`src/rtl/gtx_rx_framer_if.sv`:
```
// Bundle of the receive word stream from the transceiver and the framed payload/status outputs.
// The slave side is the framer; the master side is whatever feeds the channel and consumes payload.
interface gtx_rx_framer_if #(
   parameter int DATA_WIDTH = 20
);
   logic [DATA_WIDTH-1:0] gt_rxdata;
   logic                  rxbyteisaligned;
   logic [DATA_WIDTH-1:0] data_out;
   logic                  data_valid;
   logic                  sof;
   logic                  locked;
   logic                  lock_loss;
   logic [15:0]           frame_cnt;
   logic [15:0]           sync_err_cnt;

   modport master (
      output gt_rxdata, rxbyteisaligned,
      input  data_out, data_valid, sof, locked, lock_loss, frame_cnt, sync_err_cnt
   );

   modport slave (
      input  gt_rxdata, rxbyteisaligned,
      output data_out, data_valid, sof, locked, lock_loss, frame_cnt, sync_err_cnt
   );
endinterface

```
`src/rtl/gtx_rx_framer.sv`:
```
// Frame synchroniser for a transceiver receive channel: hunts for the sync word, verifies it over
// several frames, then delivers payload with a flywheel that tolerates a few corrupted sync slots.
module gtx_rx_framer #(
   parameter int                    DATA_WIDTH = 20,
   parameter logic [DATA_WIDTH-1:0] SYNC_WORD  = 20'h5F0A3,
   parameter int                    FRAME_LEN  = 16,
   parameter int                    LOCK_CNT   = 3,
   parameter int                    UNLOCK_CNT = 4
) (
   input logic            rxusrclk,
   input logic            reset_n,
   gtx_rx_framer_if.slave rx
);

   typedef enum logic [1:0] {
      HUNT   = 2'd0,
      VERIFY = 2'd1,
      LOCKED = 2'd2
   } state_t;

   localparam int               POS_W    = $clog2(FRAME_LEN);
   localparam logic [POS_W-1:0] POS_ZERO = {POS_W{1'b0}};
   localparam logic [POS_W-1:0] POS_ONE  = POS_W'(1);
   localparam logic [POS_W-1:0] POS_LAST = POS_W'(FRAME_LEN - 1);
   localparam logic [3:0]       LOCK_N   = 4'(LOCK_CNT);
   localparam logic [3:0]       UNLOCK_N = 4'(UNLOCK_CNT);

   logic [1:0]            rst_sync_q;
   logic                  rst_int_n;

   state_t                state_q, state_d;
   logic [POS_W-1:0]      pos_q, pos_d, pos_inc;
   logic [3:0]            good_q, good_d;
   logic [3:0]            miss_q, miss_d;
   logic [DATA_WIDTH-1:0] rxdata_d1_q, rxdata_d1_d;
   logic                  aligned_d1_q, aligned_d1_d;
   logic [DATA_WIDTH-1:0] data_out_q, data_out_d;
   logic                  data_valid_q, data_valid_d;
   logic                  sof_q, sof_d;
   logic                  locked_q, locked_d;
   logic                  lock_loss_q, lock_loss_d;
   logic [15:0]           frame_cnt_q, frame_cnt_d;
   logic [15:0]           sync_err_cnt_q, sync_err_cnt_d;
   logic                  sync_hit;

   // Reset asserts immediately but releases only after two clean rxusrclk edges.
   always_ff @(posedge rxusrclk or negedge reset_n) begin
      if (!reset_n) begin
         rst_sync_q <= 2'b00;
      end else begin
         rst_sync_q <= {rst_sync_q[0], 1'b1};
      end
   end

   assign rst_int_n = rst_sync_q[1];

   // Input stage, framer state and registered outputs.
   always_ff @(posedge rxusrclk or negedge rst_int_n) begin
      if (!rst_int_n) begin
         state_q        <= HUNT;
         pos_q          <= POS_ZERO;
         good_q         <= 4'd0;
         miss_q         <= 4'd0;
         rxdata_d1_q    <= {DATA_WIDTH{1'b0}};
         aligned_d1_q   <= 1'b0;
         data_out_q     <= {DATA_WIDTH{1'b0}};
         data_valid_q   <= 1'b0;
         sof_q          <= 1'b0;
         locked_q       <= 1'b0;
         lock_loss_q    <= 1'b0;
         frame_cnt_q    <= 16'd0;
         sync_err_cnt_q <= 16'd0;
      end else begin
         state_q        <= state_d;
         pos_q          <= pos_d;
         good_q         <= good_d;
         miss_q         <= miss_d;
         rxdata_d1_q    <= rxdata_d1_d;
         aligned_d1_q   <= aligned_d1_d;
         data_out_q     <= data_out_d;
         data_valid_q   <= data_valid_d;
         sof_q          <= sof_d;
         locked_q       <= locked_d;
         lock_loss_q    <= lock_loss_d;
         frame_cnt_q    <= frame_cnt_d;
         sync_err_cnt_q <= sync_err_cnt_d;
      end
   end

   // Next-state and output decode, evaluated on the d1 word.
   always_comb begin
      rxdata_d1_d    = rx.gt_rxdata;
      aligned_d1_d   = rx.rxbyteisaligned;
      state_d        = state_q;
      pos_d          = pos_q;
      good_d         = good_q;
      miss_d         = miss_q;
      data_out_d     = data_out_q;
      data_valid_d   = 1'b0;
      sof_d          = 1'b0;
      lock_loss_d    = 1'b0;
      frame_cnt_d    = frame_cnt_q;
      sync_err_cnt_d = sync_err_cnt_q;
      sync_hit       = (rxdata_d1_q == SYNC_WORD);
      pos_inc        = (pos_q == POS_LAST) ? POS_ZERO : (pos_q + POS_ONE);

      // Losing byte alignment overrides every sync decision on the same word.
      if (!aligned_d1_q) begin
         state_d     = HUNT;
         pos_d       = POS_ZERO;
         good_d      = 4'd0;
         miss_d      = 4'd0;
         lock_loss_d = (state_q == LOCKED);
      end else begin
         case (state_q)
            HUNT: begin
               if (sync_hit) begin
                  good_d  = 4'd1;
                  pos_d   = POS_ONE;
                  state_d = (LOCK_N == 4'd1) ? LOCKED : VERIFY;
               end else begin
                  pos_d = POS_ZERO;
               end
            end
            VERIFY: begin
               pos_d = pos_inc;
               if (pos_q != POS_ZERO) begin
                  state_d = VERIFY;
               end else if (!sync_hit) begin
                  state_d = HUNT;
                  pos_d   = POS_ZERO;
                  good_d  = 4'd0;
               end else begin
                  good_d  = good_q + 4'd1;
                  state_d = ((good_q + 4'd1) == LOCK_N) ? LOCKED : VERIFY;
               end
            end
            LOCKED: begin
               pos_d = pos_inc;
               if (pos_q != POS_ZERO) begin
                  data_valid_d = 1'b1;
                  data_out_d   = rxdata_d1_q;
                  if (pos_q == POS_ONE) begin
                     sof_d       = 1'b1;
                     frame_cnt_d = frame_cnt_q + 16'd1;
                  end else begin
                     sof_d = 1'b0;
                  end
               end else if (sync_hit) begin
                  miss_d = 4'd0;
               end else begin
                  miss_d = miss_q + 4'd1;
                  if (sync_err_cnt_q != 16'hFFFF) begin
                     sync_err_cnt_d = sync_err_cnt_q + 16'd1;
                  end else begin
                     sync_err_cnt_d = sync_err_cnt_q;
                  end
                  // Last tolerated miss exhausted: drop lock before this frame's payload arrives.
                  if ((miss_q + 4'd1) == UNLOCK_N) begin
                     state_d     = HUNT;
                     pos_d       = POS_ZERO;
                     good_d      = 4'd0;
                     miss_d      = 4'd0;
                     lock_loss_d = 1'b1;
                  end else begin
                     state_d = LOCKED;
                  end
               end
            end
            default: begin
               state_d = HUNT;
               pos_d   = POS_ZERO;
               good_d  = 4'd0;
               miss_d  = 4'd0;
            end
         endcase
      end

      locked_d = (state_d == LOCKED);
   end

   assign rx.data_out     = data_out_q;
   assign rx.data_valid   = data_valid_q;
   assign rx.sof          = sof_q;
   assign rx.locked       = locked_q;
   assign rx.lock_loss    = lock_loss_q;
   assign rx.frame_cnt    = frame_cnt_q;
   assign rx.sync_err_cnt = sync_err_cnt_q;

endmodule

```
`src/flat_wrapper.sv`:
```
// flat-port wrapper written by rule: the top's interface ports become plain ports
module gtx_rx_framer_flat 
#(
   parameter int                    DATA_WIDTH = 20,
   parameter logic [DATA_WIDTH-1:0] SYNC_WORD  = 20'h5F0A3,
   parameter int                    FRAME_LEN  = 16,
   parameter int                    LOCK_CNT   = 3,
   parameter int                    UNLOCK_CNT = 4
)
  (rxusrclk, reset_n, rx_gt_rxdata, rx_rxbyteisaligned, rx_data_out, rx_data_valid, rx_sof, rx_locked, rx_lock_loss, rx_frame_cnt, rx_sync_err_cnt);
  gtx_rx_framer_if #(.DATA_WIDTH(DATA_WIDTH)) rx_i ();
  input logic rxusrclk;
  input logic reset_n;
  input wire logic [$bits(rx_i.gt_rxdata)-1:0] rx_gt_rxdata;
  input wire logic [$bits(rx_i.rxbyteisaligned)-1:0] rx_rxbyteisaligned;
  output wire logic [$bits(rx_i.data_out)-1:0] rx_data_out;
  output wire logic [$bits(rx_i.data_valid)-1:0] rx_data_valid;
  output wire logic [$bits(rx_i.sof)-1:0] rx_sof;
  output wire logic [$bits(rx_i.locked)-1:0] rx_locked;
  output wire logic [$bits(rx_i.lock_loss)-1:0] rx_lock_loss;
  output wire logic [$bits(rx_i.frame_cnt)-1:0] rx_frame_cnt;
  output wire logic [$bits(rx_i.sync_err_cnt)-1:0] rx_sync_err_cnt;
  assign rx_i.gt_rxdata = rx_gt_rxdata;
  assign rx_i.rxbyteisaligned = rx_rxbyteisaligned;
  assign rx_data_out = rx_i.data_out;
  assign rx_data_valid = rx_i.data_valid;
  assign rx_sof = rx_i.sof;
  assign rx_locked = rx_i.locked;
  assign rx_lock_loss = rx_i.lock_loss;
  assign rx_frame_cnt = rx_i.frame_cnt;
  assign rx_sync_err_cnt = rx_i.sync_err_cnt;
  gtx_rx_framer #(.DATA_WIDTH(DATA_WIDTH), .SYNC_WORD(SYNC_WORD), .FRAME_LEN(FRAME_LEN), .LOCK_CNT(LOCK_CNT), .UNLOCK_CNT(UNLOCK_CNT)) u_core (.rxusrclk(rxusrclk), .reset_n(reset_n), .rx(rx_i));
endmodule
```
`config.mk`:
```
export PLATFORM = sky130hd
export DESIGN_NAME = gtx_rx_framer_flat
export DESIGN_NICKNAME = d
export VERILOG_FILES = /design/src/rtl/gtx_rx_framer_if.sv /design/src/rtl/gtx_rx_framer.sv /design/src/flat_wrapper.sv
export SDC_FILE = /design/constraint.sdc
export NUM_CORES = 1
export LEC_CHECK = 0
export ABC_AREA = 1
export BUFFER_PORTS_ARGS = -buffer_cell sky130_fd_sc_hd__buf_4
export CAP_MARGIN = 15
export CORE_MARGIN = 1.5
export CORE_UTILIZATION = 55
export DETAILED_ROUTE_END_ITERATION = 12
export GPL_TIMING_DRIVEN = 0
export PLACE_DENSITY = 0.79
export SLEW_MARGIN = 20
export SYNTH_ARGS = -nofsm -noshare
export SYNTH_HDL_FRONTEND = slang
export SYNTH_SLANG_ARGS = --single-unit
export TNS_END_PERCENT = 100
```
`constraint.sdc`:
```
create_clock -name rxusrclk -period 7.6 [get_ports rxusrclk]
set_clock_uncertainty 0.05 [all_clocks]
set_input_delay 0.38 -clock rxusrclk [delete_from_list [all_inputs] [get_ports rxusrclk]]
set_output_delay 0.38 -clock rxusrclk [all_outputs]
set_load 0.01 [all_outputs]
```
==> results.cfg <==
[run_status]
result_of_the_run = finished clean

[layout]
layout.filler_cells = 581
final_net_count = 570
mostFrequentLayoutCells = sky130_fd_sc_hd__nand2_1 (146), sky130_fd_sc_hd__dfrtp_1 (92), sky130_fd_sc_hd__buf_4 (79), sky130_fd_sc_hd__inv_1 (37), sky130_fd_sc_hd__nand3_1 (32)
n_diodes = 0
final_common_cell = sky130_fd_sc_hd__nand2_1
drive_gt1_share_pct = 22.0
growth_of_design_area_from_synthesis_to_finish_pct = 22.9

[clocking]
clock_sink_count = 93
cts-htree-levels = 3
clock_tree_root = sky130_fd_sc_hd__clkbuf_8
clock_insertion_delay_worst_skew_ps = 350
cts_buffers = 9
clk_pin_slew_ps = 90
cts_tree = yes
clock_path_buffers = 2
cts_post_setup_buffers_inserted = 0

[timing]
achievable_freq_ghz = 0.456
report.final.setup_viol = 0
worst_slew_pin_slew_ps = 588
slew_headroom_pct = 60.8
final.hold.worst_slack_ps = 79.5
fin_crit_ps = 2190
timing.final.max_slew_violations = 0
setup_total_negative_slack_ps = 0
rsz0062_at_grt = no
period_share_pct = 28.9
final_hold_violating_endpoints = 0

[setup_path]
reg2reg_from = u_core.rx.sync_err_cnt[0]
worstPathArrival_ps = 2380
critPathMaxFanout = 10
critPathKind = flip-flop to flip-flop
worst_setup_path_start_kind = flip-flop
worst_setup_path_startpoint = u_core.rx.sync_err_cnt[0]
critPathCaptureType = flip-flop
crit_required_ps = 7790

[global_route]
grt_remaining_overflow = 0
largest_net_degree_at_the_start_of_global_routing = 47
global_route_wire_length_before_repair_um = 13000
antenna_found_initial = 0
grt_pass1_vias = 2989
global_route.usage.total_pct = 21.5

[route]
initialDrtViolationCount = 102
routed_wire_length_per_instance_um = 12.2
detailroute.via_count = 3239
drt_pre_antenna_iters = 5
drt-vias-per-instance = 5.05
drc = 0
postRouteAntennaNets = 0
wirelength_um = 7790

[worst_hold_path]
holdCritPathClass = input port to flip-flop
hold_path_startpoint = rx_gt_rxdata[12]

[floorplanning]
floorplan.die.width_um = 89.5
die_height_um = 89.5
core_footprint_sq_um = 7250
io-pin-count = 79
start_util_pct = 56.7
number_of_rows_in_the_core_area = 31
dieArea_sq_um = 8000

[logic_synthesis]
postSynth.asyncResetShare_pct = 100
ys_seq_elements = 93
netlist_area_sq_um = 4110
yosysSeqAreaShare_pct = 56.6
synth-edff-count = 0
synthesis.area_per_instance_sq_um = 9.20
post_synth_inst_count = 447
synth_top_flop_cell = sky130_fd_sc_hd__dfrtp_1
yosysUniqueCellTypes = 38
syn_nets = 479
yosysWarningCount = 0

[power]
p_leak_nw = 2.70
ir_worst_vdd_mv = 0.129
p_per_area_nw_per_um2 = 169

[placed_design]
gp_routability_congestion = 0.931
dp.final_hpwl_um = 5770
portBuffers = 78

[flow_run]
timing.max_cap.violations = 0
==> cells by family (layout without fill, tap and decap cells) <==
family          count (synthesis)  count (layout)  share of synthesized area, %
compound gates                 23              23                          3.17
xor+xnor                       26              26                          5.54
fa+ha+maj                       9               9                          2.74
buf+inv                        49             144                          4.84
flops                          93              93                          56.6
mux                             1               1                         0.274
other cells                     1               1                        0.0912
simple gates                  245             245                          26.7
==> through the flow <==
step	total power [mW]	std cells	area (sq um)	util, %	worst slack (ps)
2_1_floorplan	0.524	447	4110	-	4770
3_3_place_gp	0.537	624	4820	66.5	3830
3_5_place_dp	0.539	625	4840	66.8	5450
4_1_cts	0.865	641	5050	69.7	5410
5_1_grt	0.888	641	5050	69.7	5160
6_report	0.855	641	5050	69.7	5410
==> routing by layer <==
metal | vias to the layer above | track usage [%] | share of wire [%]
met1 | 1534 | 27.1 | 44
li1 | 1610 | - | -
met5 | - | 0 | 0
met4 | 0 | 9.23 | 1.6
met2 | 83 | 35.1 | 50
met3 | 12 | 5.72 | 4.6
==> synthesized netlist by cell type (2+ instances only) <==
cell | number | area, sq um
sky130_fd_sc_hd__nand2_1 | 146 | 548
sky130_fd_sc_hd__dfrtp_1 | 93 | 2330
sky130_fd_sc_hd__inv_1 | 37 | 139
sky130_fd_sc_hd__nand3_1 | 32 | 160
sky130_fd_sc_hd__nor2_1 | 29 | 109
sky130_fd_sc_hd__xor2_1 | 16 | 140
sky130_fd_sc_hd__xnor2_1 | 10 | 87.6
sky130_fd_sc_hd__ha_1 | 9 | 113
sky130_fd_sc_hd__nand4_1 | 9 | 56.3
sky130_fd_sc_hd__nor3_1 | 9 | 45.0
sky130_fd_sc_hd__a21oi_1 | 8 | 40.0
sky130_fd_sc_hd__o21ai_0 | 7 | 35.0
sky130_fd_sc_hd__nor4_1 | 5 | 31.3
sky130_fd_sc_hd__buf_2 | 3 | 15.0
sky130_fd_sc_hd__inv_2 | 3 | 11.3
sky130_fd_sc_hd__nor3_2 | 3 | 30.0
sky130_fd_sc_hd__o21ai_1 | 3 | 15.0
sky130_fd_sc_hd__clkbuf_1 | 2 | 7.51
sky130_fd_sc_hd__clkinv_1 | 2 | 7.51
sky130_fd_sc_hd__nand2_4 | 2 | 22.5
sky130_fd_sc_hd__nor2_4 | 2 | 22.5
==> where the power goes <==
part / leakage [nW] / switching, mW / internal [mW]
Sequential: 1.22 / 0.00763 / 0.501
Clock: 0.0987 / 0.166 / 0.160
Combinational: 1.38 / 0.0103 / 0.0100
==> cell type report <==
cell class,count,area (sq um),area share [%]
multi-input cells,305,1590,31.4
clock buffers,10,138,2.72
plain buffers,7,41.3,0.817
well taps,99,124,2.45
clock inverters,5,60.1,1.19
inverters,42,158,3.12
flip-flops and latches,93,2330,46.1
repair buffers,80,616,12.2
==> worst paths after layout <==
path / end / slack [ps] / cells past startpoint
max: u_core.rx.sync_err_cnt[15] / 5410 / 11
min: u_core.rxdata_d1_q[12] / 80 / 1
max reg2reg: u_core.rx.sync_err_cnt[15] / 5410 / 11
min reg2reg: u_core.state_q[0] / 290 / 0
max in group asynchronous: u_core.rx.data_out[18] / 6580 / 1
min in group asynchronous: u_core.state_q[0] / 290 / 0
==> registers in the layout (all words and copies together), names as in the netlist <==
signal / flops
u_core.rx.frame_cnt: 16
u_core.pos_q: 4
u_core.good_q: 4
u_core.rx.sync_err_cnt: 16
u_core.rx.data_out: 20
u_core.rx.data_valid: 1
u_core.rx.lock_loss: 1
u_core.rx.locked: 1
u_core.state_q: 2
u_core.rx.sof: 1
u_core.miss_q: 4
u_core.rxdata_d1_q: 20
u_core.aligned_d1_q: 1
u_core.rst_sync_q: 2
==> critical path, stage by stage, from the launching register on <==
cell	delay (ps)
sky130_fd_sc_hd__dfrtp_1	450
sky130_fd_sc_hd__ha_1	250
sky130_fd_sc_hd__nand3_1	190
sky130_fd_sc_hd__nor2_2	220
sky130_fd_sc_hd__nand2_1	80
sky130_fd_sc_hd__nor2_1	170
sky130_fd_sc_hd__nand2_1	120
sky130_fd_sc_hd__nand4_1	160
sky130_fd_sc_hd__inv_2	60
sky130_fd_sc_hd__buf_2	180
sky130_fd_sc_hd__nand2_1	90
sky130_fd_sc_hd__nand2_1	60
==> repair_timing <==
action                                  in CTS  in global routing
hold buffers                                 1                  0
gates resized for setup                      0                  0
endpoints found under the setup margin       0                  0
hold endpoints to repair                     2                  0
No activity file was read; power rests on OpenSTA's default activity.
